[src/rtl/remote_comm_if.sv]
// Host-side command/response bundle for remote_comm: command strobe, serial lines, response.
// The master modport is the host/bench side, the slave modport is the link itself.
interface remote_comm_if;
   logic        send_cmd;
   logic [15:0] cmd;
   logic        cmd_sent;
   logic        TX;
   logic        RX;
   logic [7:0]  resp;
   logic        resp_rdy;
   logic        clr_resp_rdy;

   modport master (
      output send_cmd,
      output cmd,
      output RX,
      output clr_resp_rdy,
      input  cmd_sent,
      input  TX,
      input  resp,
      input  resp_rdy
   );

   modport slave (
      input  send_cmd,
      input  cmd,
      input  RX,
      input  clr_resp_rdy,
      output cmd_sent,
      output TX,
      output resp,
      output resp_rdy
   );
endinterface

[src/rtl/remote_comm.sv]
// Knight's Tour host command link: sends a 16-bit command as two 8N1 frames (high byte first)
// and receives single-byte 8N1 responses. TX and RX paths are independent.
module remote_comm #(
   parameter int unsigned BAUD_DIV = 2604
) (
   input  logic          clk,
   input  logic          RST_n,
   remote_comm_if.slave  bus
);

   localparam logic [11:0] BaudDiv  = 12'(BAUD_DIV);
   localparam logic [11:0] BaudLast = 12'(BAUD_DIV - 1);
   localparam logic [11:0] BaudHalf = 12'(BAUD_DIV / 2);

   // ---------------------------------------------------------------------------------------------
   // Transmit path
   // ---------------------------------------------------------------------------------------------
   typedef enum logic [1:0] {TxIdle, TxHigh, TxLow, TxDone} tx_state_e;

   tx_state_e   tx_state_q, tx_state_d;
   logic [15:0] cmd_hold_q, cmd_hold_d;
   logic [9:0]  tx_shift_q, tx_shift_d;
   logic [11:0] tx_baud_q,  tx_baud_d;
   logic [3:0]  tx_bit_q,   tx_bit_d;
   logic        cmd_sent_q, cmd_sent_d;

   always_comb begin
      tx_state_d = tx_state_q;
      cmd_hold_d = cmd_hold_q;
      tx_shift_d = tx_shift_q;
      tx_baud_d  = tx_baud_q;
      tx_bit_d   = tx_bit_q;
      cmd_sent_d = cmd_sent_q;

      unique case (tx_state_q)
         TxIdle: begin
            if (bus.send_cmd) begin
               cmd_hold_d = bus.cmd;
               cmd_sent_d = 1'b0;
               tx_shift_d = {1'b1, bus.cmd[15:8], 1'b0};
               tx_baud_d  = '0;
               tx_bit_d   = '0;
               tx_state_d = TxHigh;
            end
         end
         TxHigh, TxLow: begin
            if (tx_baud_q == BaudLast) begin
               tx_baud_d = '0;
               if (tx_bit_q == 4'd9) begin
                  tx_bit_d = '0;
                  if (tx_state_q == TxHigh) begin
                     // Low frame follows the high stop bit with no idle gap.
                     tx_shift_d = {1'b1, cmd_hold_q[7:0], 1'b0};
                     tx_state_d = TxLow;
                  end else begin
                     tx_shift_d = '1;
                     tx_state_d = TxDone;
                  end
               end else begin
                  tx_shift_d = {1'b1, tx_shift_q[9:1]};
                  tx_bit_d   = tx_bit_q + 4'd1;
               end
            end else begin
               tx_baud_d = tx_baud_q + 12'd1;
            end
         end
         TxDone: begin
            cmd_sent_d = 1'b1;
            tx_state_d = TxIdle;
         end
         default: tx_state_d = TxIdle;
      endcase
   end

   always_ff @(posedge clk) begin
      if (!RST_n) begin
         tx_state_q <= TxIdle;
         cmd_hold_q <= '0;
         tx_shift_q <= '1;
         tx_baud_q  <= '0;
         tx_bit_q   <= '0;
         cmd_sent_q <= 1'b0;
      end else begin
         tx_state_q <= tx_state_d;
         cmd_hold_q <= cmd_hold_d;
         tx_shift_q <= tx_shift_d;
         tx_baud_q  <= tx_baud_d;
         tx_bit_q   <= tx_bit_d;
         cmd_sent_q <= cmd_sent_d;
      end
   end

   // Upper byte of the held command is retained for observability only.
   logic unused_hold_hi;
   assign unused_hold_hi = ^cmd_hold_q[15:8];

   assign bus.TX       = tx_shift_q[0];
   assign bus.cmd_sent = cmd_sent_q;

   // ---------------------------------------------------------------------------------------------
   // Receive path
   // ---------------------------------------------------------------------------------------------
   typedef enum logic [1:0] {RxIdle, RxStart, RxData, RxStop} rx_state_e;

   rx_state_e   rx_state_q, rx_state_d;
   logic        rx_meta_q, rx_sync_q, rx_prev_q;
   logic [11:0] rx_cnt_q,   rx_cnt_d;
   logic [2:0]  rx_bit_q,   rx_bit_d;
   logic [7:0]  rx_shift_q, rx_shift_d;
   logic [7:0]  resp_q,     resp_d;
   logic        resp_rdy_q, resp_rdy_d;
   logic        rx_fall;
   logic        rx_tick;

   assign rx_fall = rx_prev_q & ~rx_sync_q;
   assign rx_tick = (rx_cnt_q == 12'd1);

   always_comb begin
      rx_state_d = rx_state_q;
      rx_cnt_d   = rx_cnt_q;
      rx_bit_d   = rx_bit_q;
      rx_shift_d = rx_shift_q;
      resp_d     = resp_q;
      resp_rdy_d = resp_rdy_q;

      if (bus.clr_resp_rdy) begin
         resp_rdy_d = 1'b0;
      end

      if (rx_state_q != RxIdle) begin
         rx_cnt_d = rx_tick ? BaudDiv : rx_cnt_q - 12'd1;
      end

      unique case (rx_state_q)
         RxIdle: begin
            if (rx_fall) begin
               rx_cnt_d   = BaudHalf;
               resp_rdy_d = 1'b0;
               rx_state_d = RxStart;
            end
         end
         RxStart: begin
            if (rx_tick) begin
               rx_bit_d   = '0;
               rx_state_d = rx_sync_q ? RxIdle : RxData;
            end
         end
         RxData: begin
            if (rx_tick) begin
               rx_shift_d = {rx_sync_q, rx_shift_q[7:1]};
               rx_bit_d   = rx_bit_q + 3'd1;
               if (rx_bit_q == 3'd7) begin
                  rx_state_d = RxStop;
               end
            end
         end
         RxStop: begin
            if (rx_tick) begin
               // A low stop bit is a framing error: the byte is dropped silently.
               if (rx_sync_q) begin
                  resp_d     = rx_shift_q;
                  resp_rdy_d = 1'b1;
               end
               rx_state_d = RxIdle;
            end
         end
         default: rx_state_d = RxIdle;
      endcase
   end

   always_ff @(posedge clk) begin
      if (!RST_n) begin
         rx_meta_q  <= 1'b1;
         rx_sync_q  <= 1'b1;
         rx_prev_q  <= 1'b1;
         rx_state_q <= RxIdle;
         rx_cnt_q   <= '0;
         rx_bit_q   <= '0;
         rx_shift_q <= '0;
         resp_q     <= '0;
         resp_rdy_q <= 1'b0;
      end else begin
         rx_meta_q  <= bus.RX;
         rx_sync_q  <= rx_meta_q;
         rx_prev_q  <= rx_sync_q;
         rx_state_q <= rx_state_d;
         rx_cnt_q   <= rx_cnt_d;
         rx_bit_q   <= rx_bit_d;
         rx_shift_q <= rx_shift_d;
         resp_q     <= resp_d;
         resp_rdy_q <= resp_rdy_d;
      end
   end

   assign bus.resp     = resp_q;
   assign bus.resp_rdy = resp_rdy_q;

endmodule

[src/flat_wrapper.sv]
// flat-port wrapper written by rule: the top's interface ports become plain ports
module remote_comm_flat 
#(
   parameter int unsigned BAUD_DIV = 2604
)
  (clk, RST_n, bus_send_cmd, bus_cmd, bus_RX, bus_clr_resp_rdy, bus_cmd_sent, bus_TX, bus_resp, bus_resp_rdy);
  remote_comm_if bus_i ();
  input  logic clk;
  input  logic RST_n;
  input wire logic [$bits(bus_i.send_cmd)-1:0] bus_send_cmd;
  input wire logic [$bits(bus_i.cmd)-1:0] bus_cmd;
  input wire logic [$bits(bus_i.RX)-1:0] bus_RX;
  input wire logic [$bits(bus_i.clr_resp_rdy)-1:0] bus_clr_resp_rdy;
  output wire logic [$bits(bus_i.cmd_sent)-1:0] bus_cmd_sent;
  output wire logic [$bits(bus_i.TX)-1:0] bus_TX;
  output wire logic [$bits(bus_i.resp)-1:0] bus_resp;
  output wire logic [$bits(bus_i.resp_rdy)-1:0] bus_resp_rdy;
  assign bus_i.send_cmd = bus_send_cmd;
  assign bus_i.cmd = bus_cmd;
  assign bus_i.RX = bus_RX;
  assign bus_i.clr_resp_rdy = bus_clr_resp_rdy;
  assign bus_cmd_sent = bus_i.cmd_sent;
  assign bus_TX = bus_i.TX;
  assign bus_resp = bus_i.resp;
  assign bus_resp_rdy = bus_i.resp_rdy;
  remote_comm #(.BAUD_DIV(BAUD_DIV)) u_core (.clk(clk), .RST_n(RST_n), .bus(bus_i));
endmodule
[config.mk]
export PLATFORM = sky130hd
export DESIGN_NAME = remote_comm_flat
export DESIGN_NICKNAME = d
export VERILOG_FILES = /design/src/rtl/remote_comm_if.sv /design/src/rtl/remote_comm.sv /design/src/flat_wrapper.sv
export SDC_FILE = /design/constraint.sdc
export NUM_CORES = 1
export LEC_CHECK = 0
export CAP_MARGIN = 30
export CORE_UTILIZATION = 57
export DETAILED_ROUTE_END_ITERATION = 6
export GPL_ROUTABILITY_DRIVEN = 0
export HOLD_SLACK_MARGIN = 0.1
export PLACE_DENSITY = 0.79
export SLEW_MARGIN = 10
export SYNTH_ARGS = -nofsm -noshare
export SYNTH_HDL_FRONTEND = slang
export SYNTH_SLANG_ARGS = --single-unit
export TNS_END_PERCENT = 30
[constraint.sdc]
create_clock -name clk -period 2.4 [get_ports clk]
set_clock_uncertainty 0.2 [all_clocks]
set_input_delay 0.24 -clock clk [delete_from_list [all_inputs] [get_ports clk]]
set_output_delay 0.24 -clock clk [all_outputs]
set_load 0.02 [all_outputs]
; Yosys cells after proc, flatten, opt, wreduce, memory -nomap -nowiden
; Cells that the tools add are included.
; Widths: inputs -> output; s select.
[totals]
ramBits = 0
mem_count = 0
rom_bits = 0
latchBits = 0
elab_cells = 93
out_inout_bits = 11
input_bits = 21
regBits = 74
[op_classes]
n_mul = 0
shift = 0
bitwise = 2
n_reduce_logical = 16
n_eq_ne = 18
addsub = 4
n_div = 0
order_cmp = 0
muxes = 38
[op_table]
columns = operator, n
row1 = $mux 12, 6
row2 = $pmux 12 s2, 1
row3 = $mux 10, 2
row4 = $pmux 10 s2, 1
row5 = $mux 2, 9
row6 = $mux 9, 2
row7 = $ne 2x1->1 const B, 7
row8 = $add 12x1->12 const B, 1
row9 = $eq 12x1->1 const B, 1
row10 = $eq 12x12->1 const B, 1
row11 = $mux 4, 3
row12 = $reduce_and 3->1, 4
row13 = $sub 12x1->12 const B, 1
row14 = $eq 2x2->1 const B, 4
row15 = $pmux 2 s4, 1
row16 = $pmux 4 s2, 1
row17 = $reduce_and 2->1, 4
row18 = $reduce_bool 2->1, 4
row19 = $mux 1, 6
row20 = $mux 3, 2
row21 = $pmux 2 s3, 1
row22 = $pmux 3 s2, 1
row23 = $reduce_and 5->1, 1
row24 = $add 4x1->4 const B, 1
row25 = other kinds (10), 13

; Longest topological paths before layout
; Gate-level depths: netlist (run 1).
[logic_depth]
ltp_word = 5
mapped_depth = 8
depth_no_buf = 6

; Worst setup path before layout (run 1)
; Ideal clock, no wire load.
[synth_path]
kind = flip-flop to flip-flop
from = register u_core.rx_state_q[0]
to = register u_core.rx_cnt_q[5]
setup_time_ps = 115
stages_incl_launch_ff = 8
slack_ps = 300
t_required_ps = 2085
synth_period_minus_slack_ps = 2100
path_buffers = 1
t_arrival_ps = 1785
cell_sequence = dfxtp_1 > inv_1 > ha_1 > clkbuf_1 > or4_1 > o31ai_1 > a21oi_1 > o21a_1
[synth_between]
elab_chain_cells = 4
elab_cells_between_ends = 5
classes_between = 3 x mux / 2 x reduce/logical
[synth_rtl]
columns = item, line
row1 = start: declaration, remote_comm.sv:105  ; rx_state_e rx_state_q, rx_state_d;
row2 = start signal: assignment, remote_comm.sv:176  ; rx_state_q <= RxIdle;
row3 = start signal: assignment, remote_comm.sv:186  ; rx_state_q <= rx_state_d;
row4 = $reduce_bool 2->1, remote_comm.sv:130  ; if (rx_state_q != RxIdle) begin
row5 = $mux 12, remote_comm.sv:130
row6 = $mux 12, remote_comm.sv:136  ; if (rx_fall) begin
row7 = $mux 12 (*), remote_comm.sv:134  ; unique case (rx_state_q)
row8 = end signal: assignment, remote_comm.sv:187  ; rx_cnt_q <= rx_cnt_d;
row9 = end: declaration, remote_comm.sv:107  ; logic [11:0] rx_cnt_q, rx_cnt_d;
; Every way passes the cells marked *; elsewhere a longest branch is shown, timed or not.
; A chain may end at the register's enable or synchronous reset.

; Final worst setup path (run 1)
[layout_path]
from = register u_core.rx_state_q[0]
to = register u_core.rx_cnt_q[10]
; Same word-level chain as after synthesis.

==> metrics list, run 1 <==
- NumNets Final: 465
- Total of flip-flops plus latches after synthesis: 73
* Worst-margin pin slew: 0.474 ns
- Clock latency of the later-clocked register in the worst-skew pair: 0.34 ns
- Cell taking the most area after synthesis: sky130_fd_sc_hd__dfxtp_1
- Share of the cycle needed by the critical path after routing: 0.925
- The synthesized design contains 0 enable-type register cells.
- Number of iterations in the first detailed-routing pass: 4
- For this design the top-level I/O count stands at 32.
* CP startpoint: u_core.rx_state_q[0]
* Core Rows: 28
- Critical Path Source Type: register
- Critical path class: reg -> reg
- Effective utilization at floorplan: 0.589
- Once detail routing completed, the nets flagged for antenna violations numbered 0.
- Required time of the critical path: 2.41 ns
* Slew headroom: 0.684
- Gr ovfl total: 0
* Sequential area share after synthesis: 0.419
- TritonCTS clock tree: built
- Number of global-route vias before repair: 2,827
- Of the cells placed in the final design, the portion with a size suffix greater than 1 is 0.0897.
- For this design, the sink count on the clock tree is 73.
- Class of the tightest hold or removal check: reg -> reg
- Depth of the CTS H-tree: 3
* Number of cells in the finished layout apart from fillers: 510
- Crit Reg-Reg Startpoint: u_core.rx_state_q[0]
* Cells after Synth: 398
- Estimated wirelength of the detail-placed design: 5020 um
* Core ar.: 5920 um2
- At the worst endpoint, the arrival time is 2.23 ns.
* Yosys warning total: 0
- Number of cells on the worst reg-to-reg path: 6
* Inst Count DP: 494
* Combined global-route utilization of all metal layers: 0.248
- Resized Gates After CTS: 0
- Wire length of the first global-routing pass: 12,500 um
* PwrDens: 885 nW/um2
* Post-synthesis instance area: 3490 um2
- The worst setup path is captured at a register.
- Overall die area: 6430 um2
- After clock tree synthesis, the clock-pin slew on the worst setup and hold paths is 0.08 ns.
- The number of antenna diodes in the final layout is 0.
* Clock Root Buffer: sky130_fd_sc_hd__clkbuf_8
* Number of antenna violations at the first check in global routing: 0
* Number of buffer cells added on primary ports: 31
* Synth Area per Inst: 8.76 um2
* Result of the run: finished clean
* Worst vdd rail ir drop: 0.585 mV
- Via-to-Cell Ratio: 5.88
- The final route contains 3,000 vias.
- The number of clock buffers added by TritonCTS is 9.
- Area growth, synth to finish: 17.8%
- Maximum fanout along the worst path: 11
* Iter 0 DRT Violations: 157
- When the netlist entered floorplanning its net count stood at 433.
- For this run, design rule violations remaining after detail routing come to 0.
- Leakage component of the power: 1.50 nW
- The hold violation total from the final report is 0.
- Top post-synthesis cells by area: sky130_fd_sc_hd__dfxtp_1, sky130_fd_sc_hd__a21oi_1, sky130_fd_sc_hd__ha_1
* # hold bufs at CTS: 0
- Largest net degree at the start of global routing: 24
- Measured along the y axis, the die boundary spans 80.2 um.
- Setup repair after global routing left no endpoint under its margin.
- Minimum clock period after layout: 2.22 ns
- For this run, the share of the core covered by cells in the final layout is 0.693.
- Setup Buffers After CTS: 0
* Setup TNS after final layout: 0 ns
- Setup violations remaining at the end of the flow were counted as 0.
* Number of max-capacitance violations reported: 0
* Yosys top cell area share: 0.419
- Dominant synthesized flop cell: sky130_fd_sc_hd__dfxtp_1
- Final routed wire length divided by cell count: 14.3 um
- Number of buffers on the longest clock path: 2
- In the synthesized netlist the async set-or-reset flop fraction comes to 0.
* Upper clock frequency limit: 0.450 GHz
* Final wirelength: 7290 um
- Post-Route Hold Slack: 0.206 ns
- The floorplan step set the die width to 80.2 um.
- Hold path depth: 1
* Startpoint of the lowest-slack hold path: u_core.rx_meta_q
- Pins Over Slew Limit: 0
- Yosys mapped the design onto 60 distinct sky130hd cell types.
-- flip-flops by register name, indices dropped and copies added (netlist names), named ones only --
signal	cells
u_core.bus.cmd_sent	1
u_core.bus.resp	8
u_core.bus.resp_rdy	1
u_core.cmd_hold_q	8
u_core.rx_bit_q	3
u_core.rx_cnt_q	12
u_core.rx_meta_q	1
u_core.rx_prev_q	1
u_core.rx_shift_q	8
u_core.rx_state_q	1
u_core.rx_sync_q	1
u_core.tx_baud_q	12
u_core.tx_bit_q	4
u_core.tx_shift_q	9
u_core.tx_state_q	2
-- through the flow --
step / power [mW] / area, um2 / setup WS, ns
floorplan: 2.29 / 3490 / 0.300
global placement: 2.54 / 3880 / 0.211
detailed placement: 2.58 / 3880 / 0.125
CTS: 3.66 / 4100 / 0.0869
global route: 3.86 / 4110 / 0.0741
finish: 3.63 / 4110 / 0.179
-- kinds of logic (layout without fill, tap and decap cells) --
kind of cell,after synthesis,count (layout),synth area share
mux,6,6,0.0176
buf+inv,36,73,0.0445
xor+xnor,15,15,0.0377
flops,73,73,0.419
compound gates,113,113,0.205
fa+ha+maj,14,14,0.0503
simple gates,141,141,0.226
-- layout by cell type (no fill, tap or decap), types with 4 or more instances in the layout --
master,count
sky130_fd_sc_hd__a21oi_1,35
sky130_fd_sc_hd__nand3_1,27
sky130_fd_sc_hd__dfxtp_1,73
sky130_fd_sc_hd__ha_1,13
sky130_fd_sc_hd__nor2_1,27
sky130_fd_sc_hd__xnor2_1,5
sky130_fd_sc_hd__inv_1,12
sky130_fd_sc_hd__clkdlybuf4s50_1,31
sky130_fd_sc_hd__xor2_1,10
sky130_fd_sc_hd__nand2b_1,8
sky130_fd_sc_hd__or3_1,4
sky130_fd_sc_hd__nand4_1,7
sky130_fd_sc_hd__or4_1,4
sky130_fd_sc_hd__nor3_1,8
sky130_fd_sc_hd__o311ai_0,9
sky130_fd_sc_hd__nand2_1,31
sky130_fd_sc_hd__o22ai_1,7
sky130_fd_sc_hd__clkbuf_8,10
sky130_fd_sc_hd__mux2i_1,5
sky130_fd_sc_hd__o21ai_0,34
sky130_fd_sc_hd__buf_4,13
-- worst max-delay path, cell delays in order, from the launching register on --
cell	delay, ns
sky130_fd_sc_hd__dfxtp_1	0.40
sky130_fd_sc_hd__inv_1	0.09
sky130_fd_sc_hd__ha_2	0.25
sky130_fd_sc_hd__or4b_4	0.60
sky130_fd_sc_hd__nor4b_2	0.29
sky130_fd_sc_hd__xnor2_1	0.16
sky130_fd_sc_hd__a21oi_1	0.10
-- final cells by class --
type	count	area, um2
flip-flops and latches	73	1460
clock buffers	12	145
inverters	13	48.8
multi-input cells	289	1870
clock inverters	4	76.3
repair buffers	44	408
well taps	75	93.8
fillers	498	1820
-- power by group --
group | internal (mW) | switching (mW) | leakage [nW]
sequential | 1.35 | 0.129 | 0.594
combinational | 0.459 | 0.628 | 0.797
clock | 0.617 | 0.447 | 0.107
total | 2.43 | 1.20 | 1.50
-- Yosys cell counts (3+ instances only) --
cell                       number
sky130_fd_sc_hd__a21oi_1       35
sky130_fd_sc_hd__and2_1         3
sky130_fd_sc_hd__buf_2          4
sky130_fd_sc_hd__clkbuf_1      16
sky130_fd_sc_hd__dfxtp_1       73
sky130_fd_sc_hd__ha_1          14
sky130_fd_sc_hd__inv_1         12
sky130_fd_sc_hd__mux2i_1        5
sky130_fd_sc_hd__nand2_1       31
sky130_fd_sc_hd__nand2b_1       8
sky130_fd_sc_hd__nand3_1       27
sky130_fd_sc_hd__nand3b_1       3
sky130_fd_sc_hd__nand4_1        7
sky130_fd_sc_hd__nor2_1        27
sky130_fd_sc_hd__nor3_1         8
sky130_fd_sc_hd__o211a_1        3
sky130_fd_sc_hd__o21ai_0       34
sky130_fd_sc_hd__o221a_2        3
sky130_fd_sc_hd__o22ai_1        7
sky130_fd_sc_hd__o311ai_0       9
sky130_fd_sc_hd__or3_1          4
sky130_fd_sc_hd__or4_1          4
sky130_fd_sc_hd__xnor2_1        5
sky130_fd_sc_hd__xor2_1        10
-- layer usage --
layer / vias to the layer above / wire (um) / part of all wire / track usage
li1: 1514 / - / - / -
met1: 1426 / 3430 / 0.47 / 0.315
met2: 55 / 3590 / 0.49 / 0.409
met3: 5 / 221 / 0.030 / 0.0580
met4: 0 / 53 / 0.0073 / 0.0893
met5: - / 0 / 0 / 0
-- final timing paths --
check	slack [ns]	end
worst min register to register	0.21	u_core.rx_sync_q
worst max register to register	0.18	u_core.rx_cnt_q[10]
worst max-delay path	0.18	u_core.rx_cnt_q[10]
worst min-delay path	0.21	u_core.rx_sync_q
(Power assumes the default switching activity.)
==> run 2, diff against run 1 <==
--- a/config.mk
+++ b/config.mk
@@ -7,11 +7,11 @@
 export LEC_CHECK = 0
 export CAP_MARGIN = 30
 export CORE_UTILIZATION = 57
+export CTS_CLUSTER_DIAMETER = 30
 export DETAILED_ROUTE_END_ITERATION = 6
 export GPL_ROUTABILITY_DRIVEN = 0
 export HOLD_SLACK_MARGIN = 0.1
 export PLACE_DENSITY = 0.79
-export SLEW_MARGIN = 10
 export SYNTH_ARGS = -nofsm -noshare
 export SYNTH_HDL_FRONTEND = slang
 export SYNTH_SLANG_ARGS = --single-unit
==> results of run 2 <==
Final layout, timing and power as in run 1 (identical DEF).
==> run 3, diff against run 2 <==
--- a/config.mk
+++ b/config.mk
@@ -10,6 +10,7 @@
 export CTS_CLUSTER_DIAMETER = 30
 export DETAILED_ROUTE_END_ITERATION = 6
 export GPL_ROUTABILITY_DRIVEN = 0
+export GPL_TIMING_DRIVEN = 1
 export HOLD_SLACK_MARGIN = 0.1
 export PLACE_DENSITY = 0.79
 export SYNTH_ARGS = -nofsm -noshare
==> results of run 3 <==
Final layout, timing and power as in run 1 (identical DEF).
